### config.mk
export PLATFORM = sky130hd
export DESIGN_NAME = score_display_ctrl
export DESIGN_NICKNAME = d
export VERILOG_FILES = /design/src/rtl/score_display_ctrl.sv
export SDC_FILE = /design/constraint.sdc
export NUM_CORES = 1
export LEC_CHECK = 0
export BUFFER_PORTS_ARGS = -buffer_cell sky130_fd_sc_hd__buf_2
export CAP_MARGIN = 25
export CORE_MARGIN = 2
export CORE_UTILIZATION = 40
export CTS_BUF_LIST = sky130_fd_sc_hd__clkbuf_16
export CTS_CLUSTER_DIAMETER = 50
export DETAILED_ROUTE_END_ITERATION = 8
export GPL_TIMING_DRIVEN = 0
export PLACE_DENSITY = 0.55
export SLEW_MARGIN = 20
export SYNTH_ARGS = -nofsm -noshare
export SYNTH_HDL_FRONTEND = slang
export SYNTH_SLANG_ARGS = --single-unit
### constraint.sdc
create_clock -name i_Clk -period 1.8 [get_ports i_Clk]
set_input_delay 0.18 -clock i_Clk [delete_from_list [all_inputs] [get_ports i_Clk]]
set_output_delay 0.18 -clock i_Clk [all_outputs]
set_load 0.05 [all_outputs]
### src/rtl/score_display_ctrl.sv
// Two-digit score readout sequencer: binary load -> BCD by repeated subtraction,
// registered digit codes with leading-zero blanking and blink.
module score_display_ctrl #(
  parameter int CLKS_PER_BLINK     = 12500000,
  parameter bit BLANK_LEADING_ZERO = 1'b1
) (
  input  logic       i_Clk,
  input  logic       i_Rst,
  input  logic [6:0] i_Value,
  input  logic       i_Load,
  input  logic       i_Blink_En,
  output logic       o_Busy,
  output logic       o_Done,
  output logic       o_Overflow,
  output logic [3:0] o_Digit_Tens,
  output logic [3:0] o_Digit_Ones
);
  localparam int         CW      = (CLKS_PER_BLINK > 1) ? $clog2(CLKS_PER_BLINK) : 1;
  localparam logic [CW-1:0] CNT_MAX = CW'(CLKS_PER_BLINK - 1);
  localparam logic [3:0] BLANK   = 4'd15;

  typedef enum logic [1:0] {IDLE, CONVERT, UPDATE} state_t;

  state_t        state;
  logic [6:0]    rem;
  logic [3:0]    tens;
  logic          ovf;
  logic [1:0][3:0] held, held_d;  // [1] = tens, [0] = ones
  logic [CW-1:0] cnt;
  logic          phase_on, phase_on_d;
  logic [3:0]    tens_d, ones_d;

  // Outputs are registered from next-state held digits and phase so the
  // Done edge already shows the new value.
  always_comb begin
    held_d = held;
    if (state == UPDATE) held_d = {tens, rem[3:0]};
    phase_on_d = 1'b1;
    if (i_Blink_En) phase_on_d = (cnt == CNT_MAX) ? ~phase_on : phase_on;
    tens_d = BLANK;
    ones_d = BLANK;
    if (phase_on_d) begin
      ones_d = held_d[0];
      tens_d = (BLANK_LEADING_ZERO && held_d[1] == 4'd0) ? BLANK : held_d[1];
    end
  end

  always_ff @(posedge i_Clk) begin
    if (i_Rst) begin
      state        <= IDLE;
      rem          <= '0;
      tens         <= '0;
      ovf          <= 1'b0;
      held         <= {BLANK, BLANK};
      o_Busy       <= 1'b0;
      o_Done       <= 1'b0;
      o_Overflow   <= 1'b0;
      cnt          <= '0;
      phase_on     <= 1'b1;
      o_Digit_Tens <= BLANK;
      o_Digit_Ones <= BLANK;
    end else begin
      o_Done <= 1'b0;
      unique case (state)
        IDLE: if (i_Load) begin
          rem    <= (i_Value > 7'd99) ? 7'd99 : i_Value;
          tens   <= '0;
          ovf    <= (i_Value > 7'd99);
          o_Busy <= 1'b1;
          state  <= CONVERT;
        end
        CONVERT: if (rem >= 7'd10) begin
          rem  <= rem - 7'd10;
          tens <= tens + 4'd1;
        end else begin
          state <= UPDATE;
        end
        UPDATE: begin
          o_Overflow <= ovf;
          o_Done     <= 1'b1;
          o_Busy     <= 1'b0;
          state      <= IDLE;
        end
        default: state <= IDLE;
      endcase
      held     <= held_d;
      phase_on <= phase_on_d;
      if (!i_Blink_En || cnt == CNT_MAX) cnt <= '0;
      else                               cnt <= cnt + 1'b1;
      o_Digit_Tens <= tens_d;
      o_Digit_Ones <= ones_d;
    end
  end
endmodule

Word level (Yosys, flattened, before mapping)
Index checks and enable logic that the tools add are counted.

Add/subtract/negate cells: 3. Magnitude comparators: 2. Equal/unequal tests: 6. Multiplexer cells: 16. Bitwise gates (word level): 2. Reductions and logical operators: 13.

Operator list (count): $add A24 B1 Y24 const B (1); $eq A24 B24 Y1 const B (1); $mux W7 (3); $pmux W7 S2 (1); $mux W4 (2); $mux W8 (1); $pmux W4 S2 (1); $ge A7 B4 Y1 const B (1); $gt A7 B7 Y1 const B (1); $sub A7 B4 Y7 const B (1); $ne A2 B2 Y1 const B (3); $reduce_and A2 Y1 (3); $add A4 B1 Y4 const B (1); $logic_not A4 Y1 (1); $mux W1 (4); $mux W2 (2); $pmux W2 S2 (1); $reduce_bool A2 Y1 (2); $reduce_or A2 Y1 (2); $reduce_and A3 Y1 (1); $reduce_or A3 Y1 (1); $eq A2 B1 Y1 const B (1); $eq A2 B2 Y1 const B (1); $logic_not A2 Y1 (1); 4 further kinds (5).

Flip-flop bits (word level): 58. Bits of input ports: 11. Output and inout bits: 11. Logic and storage cells: 55.

Longest topological paths before layout
Gate-level depths: netlist (run 1).

Depth in word-level cells: 5. Depth in mapped cells: 7.

Least setup slack after synthesis (run 1)
Ideal clock, no wire load.

Path type: register to register. Start: register cnt[0]. End: register o_Digit_Tens[1]. Library setup time: 0.130 ns. Data arrival time: 1.496 ns. Setup slack: 0.174 ns. Cell stages (with the launch flop): 8. Clock period less this slack: 1.626 ns. Cells stage by stage: dfxtp_1 > ha_1 > and3_1 > buf_6 > nand4_2 > or3_4 > nand3_2 > nand3b_1.

Longest elaborated chain between the ends: 5.

Ends and longest elaborated chain: start, declared (RTL line 29) `logic [CW-1:0] cnt;`; start signal, assigned (RTL line 89) `else cnt <= cnt + 1'b1;`; $eq A24 B24 Y1 (RTL line 39) `if (i_Blink_En) phase_on_d = (cnt == CNT_MAX) ? ~phase_on : phase_on;`; $mux W1 (2 in a row) (RTL line 39); $not A1 Y1 (no source line); $reduce_or A3 Y1 (no source line); end signal, assigned (RTL line 90) `o_Digit_Tens <= tens_d;`; end, declared (RTL line 15) `output logic [3:0] o_Digit_Tens,`.

Every way passes these cells. A chain may end at the register's enable or synchronous reset.

Worst setup path in the final report (run 1)
Start: register cnt[9]. End: register o_Digit_Tens[1].

Same word-level chain as after synthesis.

==> results of run 1 <==
==> metal layers <==
metal / vias to the layer above / share of wire
met2: 37 / 0.49
met5: - / 0
met3: 2 / 0.045
met4: 0 / 0.0044
met1: 942 / 0.46
li1: 1044 / -
==> logic make-up (layout without fill, tap and decap cells) <==
| family | Yosys count | count (layout) | share of synthesized area |
|---|---|---|---|
| XOR/XNOR | 23 | 23 | 0.0814 |
| AND/OR/NAND/NOR | 142 | 142 | 0.318 |
| flip-flops | 58 | 58 | 0.469 |
| AO/OA/AOI/OAI | 35 | 35 | 0.0911 |
| buffers and inverters | 14 | 54 | 0.0253 |
| adder cells (fa/ha/maj) | 3 | 3 | 0.0152 |
==> layout by cell type, fill, tap and decap left out, types with 3 or more instances in the layout <==
cell	netlist	final
nand4_1	6	6
nor2_1	35	35
inv_1	5	5
xor2_1	16	16
and4_1	3	3
clkbuf_1	5	5
nand2_1	26	26
a21oi_1	12	12
nor3_1	12	12
xnor2_1	7	7
buf_2	2	23
and3_1	5	5
clkbuf_16	0	9
o21ai_0	7	5
nand3_1	16	16
or3_1	3	3
clkinv_2	0	3
nand2b_1	7	7
a211o_1	3	3
dfxtp_1	58	56
buf_4	0	3
nand3b_1	12	12
==> what timing repair did <==
action | in CTS | in global routing
endpoints found under the setup margin | 24 | 32
buffers inserted | 0 | 3
gates resized for setup | 3 | 7
gates cloned | 0 | 0
pin swaps | 0 | 1
==> where the power goes <==
part           internal (mW)  total [mW]  switching [mW]
sequential              1.35        1.39          0.0428
clock                   1.05        1.61           0.562
combinational          0.110       0.338           0.227
total                   2.51        3.34           0.832
==> how the worst max path moves through the flow <==
stage	endpoint	from	slack [ns]
4_1_cts	o_Digit_Tens[1]$_SDFF_PP1_	cnt[0]$_SDFF_PP0_	0.04
3_5_place_dp	cnt[11]$_SDFF_PP0_	cnt[0]$_SDFF_PP0_	-0.02
2_1_floorplan	o_Digit_Tens[1]$_SDFF_PP1_	cnt[0]$_SDFF_PP0_	0.17
3_3_place_gp	cnt[23]$_SDFF_PP0_	cnt[0]$_SDFF_PP0_	-0.002
5_1_grt	rem[2]$_SDFFE_PP0P_	rem[1]$_SDFFE_PP0P_	0.01
6_report	o_Digit_Tens[1]$_SDFF_PP1_	cnt[9]$_SDFF_PP0_	0.14
==> flip-flops by register name, indices dropped and copies added (netlist names), 2 cells and up <==
signal	flops
cnt	24
rem	7
o_Digit_Ones	4
tens	4
state	2
o_Digit_Tens	4
held	8
==> worst register-to-register path, stage by stage (launching register included) <==
cell	delay [ns]
dfxtp_1	0.40
nor4_2	0.30
nand4_1	0.23
or3_4	0.40
nand3_4	0.11
nand3b_1	0.08
==> through the flow <==
step,util,worst slack (ns),instances,hold slack [ns]
after floorplan,-,0.174,275,0.286
after global placement,0.449,-0.00223,371,0.439
after detailed placement,0.449,-0.0197,371,0.441
after CTS,0.499,0.0377,387,0.122
after global routing,0.506,0.0134,390,0.141
final,0.506,0.145,390,0.135
==> cell type report <==
| cell class | instances | area [um^2] | area share |
|---|---|---|---|
| buffer | 9 | 45.0 | 0.0150 |
| clock buffer | 9 | 225 | 0.0748 |
| clock inverter | 7 | 60.1 | 0.0199 |
| inverter | 5 | 18.8 | 0.00623 |
| multi-input combinational | 203 | 1280 | 0.424 |
| sequential | 58 | 1160 | 0.386 |
| tap | 75 | 93.8 | 0.0311 |
| timing repair buffer | 24 | 128 | 0.0424 |
==> flow_summary_export.csv, run 1 <==
group,metric,value,unit
floorplan,design.portCount,22,
sta,period_needed,1.66,ns
global_route,first_pass_grt_wire_length,8910,um
sta,setup_repair_after_global_routing_missed_its_margin,"false",
synth,synth_largest_type_area_fraction,0.469,
min_path,hold_depth,3,
worst_setup_path,cp.buffers_inverters,0,
worst_setup_path,rr_startpoint,"cnt[9]$_SDFF_PP0_",
global_route,grt_antenna_before_repair,0,
floorplan,placeableCoreArea,0.00596,mm^2
clock_network,clockBufferDepth,2,
sta,relSlewSlack,0.600,
global_route,grtUsageMet3,0.0696,
synth,synthMostInstantiatedCell,"dfxtp_1",
sta,transition_at_the_pin_with_the_smallest_max_transition_slack,0.598,ns
synth,prevailing_post_synth_register_cell,"dfxtp_1",
synth,synth_fp_nets,289,
pwr,total_leakage_power,1.14,nW
finish,drive_above_1_share,0.187,
synth,ys_top_cells_by_area,"dfxtp_1, xor2_1, nor2_1",
worst_setup_path,worst_path_dominant_cell_family,"simple AND/OR/NAND/NOR gates",
finish,final_nets,324,
synth,syn-cell-area,0.00247,mm^2
finish,final_area,0.00301,mm^2
sta,final_hold_viol_count,0,
synth,synth.ff_latch_count,58,
worst_setup_path,number_of_cells_on_the_worst_reg_to_reg_path,5,
sta,setup_viol_count_final,0,
routing,number_of_vias_per_cell,5.19,
global_route,grt.overflow.total,0,
worst_setup_path,worst-r2r-setup-slack,0.14,ns
worst_setup_path,critical_path_cell_count,5,
routing,post_drt_wl_per_cell,13.3,um
finish,area_growth,21.8,%
pwr,peakVddDrop,0.000821,V
global_route,global_route.peak_usage_layer,"met2",
sta,layout_worst_path_cycle_share,0.920,
finish,antenna_cells_inserted,0,
sta,report.final.slew_viol_count,0,
pwr,power.density,1110,mW/mm^2
global_route,first_global_vias,1913,
synth,post-synth-top-area-cell,"dfxtp_1",
placement,postPlaceCellArea,0.00267,mm^2
worst_setup_path,worst_setup_path_start_kind,"register",
worst_setup_path,critPathRequiredTime,1.99,ns
synth,synth-warning-count,0,
job,cap_violations,0,
worst_setup_path,path_max_fanout,8,
clock_network,cts-root-buf,"clkbuf_16",
min_path,min_delay_worst_endpoint,"rem[4]$_SDFFE_PP0P_",
floorplan,die_width,82.6,um
global_route,globalRouteMet2Util,0.289,
floorplan,core.rowCount,28,
routing,remaining_drc_errors,0,
clock_network,cts.htree.levels,3,
status,status,"completed",
synth,async_flop_share,0,
floorplan,initial_utilization,0.415,
routing,drt_iter0_markers,68,
floorplan,floorplan_die_area,0.00683,mm^2
synth,seq_area_frac_synth,0.469,
global_route,grt_start_max_net_pins,11,
global_route,grt_use_met1,0.210,
routing,detail-route-antenna-nets,0,
floorplan,die_h,82.6,um
worst_setup_path,cpPeakStageDelay,0.40,ns
clock_network,number_of_hold_buffers_added_after_cts,0,
synth,synthCells,275,
finish,fillerInstances,592,
placement,place_congestion,0.851,
sta,max_freq,0.604,GHz
clock_network,cts.clk_slew.worst_paths,0.05,ns
sta,layout_skew,0.00473,ns
worst_setup_path,crit_path_top_delay_cell,"dfxtp_1",
sta,fin_setup_tns,0,ns
clock_network,clock_sinks,58,
routing,detailedRoute.firstPassIterationCount,4,
worst_setup_path,r2r_end,"o_Digit_Tens[1]$_SDFF_PP1_",
clock_network,worstSkewPairLatency,0.32,ns
global_route,groute.usage.overall,0.175,
worst_setup_path,data_arrival_time_of_the_critical_path,1.85,ns
placement,place_hpwl,3660,um
worst_setup_path,timing.critical_path.to_type,"register",
routing,totalWireLength,5170,um
pwr,totalPowerFinal,3.34,mW
synth,syn_avg_cell_area,8.99,um^2
placement,buffer_ports.inserted,21,
worst_setup_path,worstPathCellList,"nor4_2 -> nand4_1 -> or3_4 -> nand3_4 -> nand3b_1",
min_path,holdCritStartpoint,"i_Value[4]",
synth,yosys-top-cells-count,"dfxtp_1, nor2_1, nand2_1",
routing,vias,2025,
clock_network,clock_tree_from_tritoncts,"yes",
clock_network,number_of_buffers_created_by_cts,9,
synth,synthDistinctLibCells,46,
min_path,holdCritPathClass,"in -> reg",
worst_setup_path,worst-setup-path-type,"reg -> reg",
synth,synth_enable_flop_cells,0,
Note: power is estimated with default switching activity, not from simulation.
==> run 2, diff against run 1 <==
--- a/config.mk
+++ b/config.mk
@@ -8,12 +8,13 @@
 export BUFFER_PORTS_ARGS = -buffer_cell sky130_fd_sc_hd__buf_2
 export CAP_MARGIN = 25
 export CORE_MARGIN = 2
-export CORE_UTILIZATION = 40
+export CORE_UTILIZATION = 55
 export CTS_BUF_LIST = sky130_fd_sc_hd__clkbuf_16
 export CTS_CLUSTER_DIAMETER = 50
 export DETAILED_ROUTE_END_ITERATION = 8
 export GPL_TIMING_DRIVEN = 0
-export PLACE_DENSITY = 0.55
+export PLACE_DENSITY = 0.73
+export SETUP_SLACK_MARGIN = 0.5
 export SLEW_MARGIN = 20
 export SYNTH_ARGS = -nofsm -noshare
 export SYNTH_HDL_FRONTEND = slang
==> run 2 against run 1 <==
Combinational power grew 72%. Register-to-register slack gained 0.07 ns. Final cell count grew 1.5%. Sequential power is essentially flat. Critical path type unchanged. Critical endpoint is now o_Digit_Tens[2]$_SDFF_PP1_. Clock power shrank 9%. Utilization grew 30 points. Clock-buffer cell count is the same. Via count grew 15%. First-iteration DRC count grew 120%. Global-route usage grew 8.2 points. Wire length grew 24%.
==> flow_summary_export.csv, run 2 (synthesis results as in run 1) <==
group,metric,value,unit
status,status,"completed",
placement,place_congestion,0.883,
routing,totalWireLength,6440,um
pwr,comb_power_share,0.168,
floorplan,placeableCoreArea,0.00435,mm^2
clock_network,cts.htree.levels,3,
pwr,total_leakage_power,1.33,nW
sta,setup_viol_count_final,0,
finish,final_area,0.00352,mm^2
worst_setup_path,cpPeakStageDelay,0.41,ns
finish,area_growth,42.2,%
routing,drt_iter0_markers,147,
clock_network,cts.clk_slew.worst_paths,0.05,ns
sta,transition_at_the_pin_with_the_smallest_max_transition_slack,0.481,ns
min_path,holdCritPathClass,"in -> reg",
placement,place_hpwl,3520,um
floorplan,design.portCount,22,
finish,antenna_cells_inserted,0,
global_route,first_pass_grt_wire_length,10100,um
worst_setup_path,worst_path_dominant_cell_family,"simple AND/OR/NAND/NOR gates",
clock_network,cts-root-buf,"clkbuf_16",
clock_network,clockBufferDepth,2,
sta,finalHoldWorstSlack,0.153,ns
worst_setup_path,worst_setup_path_start_kind,"register",
pwr,peakVddDrop,0.000751,V
pwr,sequentialPowerShare,0.410,
placement,postPlaceCellArea,0.00275,mm^2
worst_setup_path,worstPathCellList,"ha_4 -> and3_4 -> buf_8 -> nand4_4 -> or3_4 -> nand3_4 -> nand3b_1",
worst_setup_path,data_arrival_time_of_the_critical_path,1.78,ns
clock_network,worstSkewPairLatency,0.32,ns
floorplan,die_h,71.1,um
sta,max_freq,0.630,GHz
worst_setup_path,path_max_fanout,8,
finish,most_flop_heavy_register,"cnt",
sta,period_needed,1.59,ns
finish,register_area,0.00119,mm^2
global_route,groute.usage.overall,0.257,
worst_setup_path,worst-setup-path-type,"reg -> reg",
sta,setup_repair_after_global_routing_missed_its_margin,"true",
pwr,netSwitchingFraction,0.276,
worst_setup_path,crit_path_top_delay_cell,"or3_4",
sta,final_hold_viol_count,0,
sta,report.final.slew_viol_count,0,
finish,post-route-util,0.808,
clock_network,number_of_buffers_created_by_cts,9,
finish,drive_above_1_share,0.436,
sta,relSlewSlack,0.680,
placement,post-place-ws,-0.00548,ns
finish,multi_input_area,0.00152,mm^2
finish,mostFrequentLayoutCell,"dfxtp_1",
placement,buffer_ports.inserted,21,
floorplan,die_width,71.1,um
clock_network,clock_tree_from_tritoncts,"yes",
pwr,power.internal,2.50,mW
global_route,grt.overflow.total,0,
global_route,grt_start_max_net_pins,11,
routing,remaining_drc_errors,0,
worst_setup_path,critPathRequiredTime,2.00,ns
pwr,p_clk_frac,0.422,
routing,post_drt_wl_per_cell,16.3,um
floorplan,initial_utilization,0.568,
worst_setup_path,timing.critical_path.to_type,"register",
routing,vias,2321,
sta,layout_skew,0.00816,ns
pwr,power_switching,0.951,mW
worst_setup_path,cp.buffers_inverters,1,
finish,layout_common_cells,"dfxtp_1, buf_4, nand2_1",
routing,number_of_vias_per_cell,5.86,
finish,fillerInstances,267,
finish,reg.largest.list,"cnt: 24 flops, held: 8 flops, rem: 7 flops",
sta,postLayoutSetupSlackWorst,0.214,ns
routing,detail-route-antenna-nets,0,
global_route,first_global_vias,2161,
finish,final_nets,355,
routing,detailedRoute.firstPassIterationCount,4,
finish,largest_register_ff_count,24,
floorplan,floorplan_die_area,0.00505,mm^2
job,cap_violations,0,
sta,layout_worst_path_cycle_share,0.881,
global_route,grt_antenna_before_repair,0,
floorplan,core.rowCount,24,
clock_network,clock_sinks,58,
pwr,power.density,980,mW/mm^2
[run 2: cell count changes in the layout (fill, tap and decap cells not counted), moves of 5 or more]
cell / previous run / this run
buf_4: 3 / 27
buf_6: 1 / 11
nor2_1: 35 / 23
dfxtp_1: 56 / 39
dfxtp_2: 2 / 15
a21oi_1: 12 / 7
nor2_2: 1 / 11
[run 2: path summary, 6_finish.rpt]
check | start | to | slack, ns | depth (start not counted)
worst max-delay path | cnt[0]$_SDFF_PP0_ | o_Digit_Tens[2]$_SDFF_PP1_ | 0.21 | 7
worst min-delay path | i_Value[4] | rem[4]$_SDFFE_PP0P_ | 0.15 | 3
worst max register to register | cnt[0]$_SDFF_PP0_ | o_Digit_Tens[2]$_SDFF_PP1_ | 0.21 | 7
worst min register to register | ovf$_SDFFE_PP0P_ | o_Overflow$_SDFFE_PP0P_ | 0.45 | 2
[run 2: area by class of cell]
type	instances	share of cell area
sequential	58	0.340
clock inverter	5	0.00711
timing repair buffer	55	0.111
multi-input combinational	203	0.432
buffer	9	0.0210
inverter	5	0.00676
clock buffer	9	0.0640
tap	52	0.0185
[run 2: stage by stage]
step	TNS, ns	total power [mW]	std cells
CTS	0	3.34	384
global placement	0	1.77	348
global route	0	3.57	396
detailed placement	-0.00548	1.78	348
finish	0	3.45	396
floorplan	0	1.69	275
[run 2: repair_timing]
item	4_1_cts	5_1_grt
setup endpoints to repair	45	45
pin swaps	19	24
resized for setup	39	49
hold buffers	0	0
setup buffers	20	12
endpoints found under the hold margin	0	0
cloned	2	0
[run 2: worst reg2reg max path, cell delays in order (launching register included)]
cell	delay, ns
dfxtp_2	0.35
ha_4	0.14
and3_4	0.17
buf_8	0.10
nand4_4	0.07
or3_4	0.41
nand3_4	0.12
nand3b_1	0.09
[run 2: power groups by stage]
stage	registers, mW	clock network (mW)	logic [mW]
5_1_grt	1.42	1.53	0.618
6_report	1.41	1.46	0.580
3_3_place_gp	1.41	0	0.360
2_1_floorplan	1.46	0	0.224
4_1_cts	1.41	1.45	0.481
3_5_place_dp	1.42	0	0.363
[run 2: routing by layer]
layer  GRT usage  up-vias  share of wire
li1            -     1113              -
met5           0        -              0
met4       0.128        0          0.033
met1       0.297     1107           0.41
met2       0.439       79           0.51
met3      0.0684       22          0.040
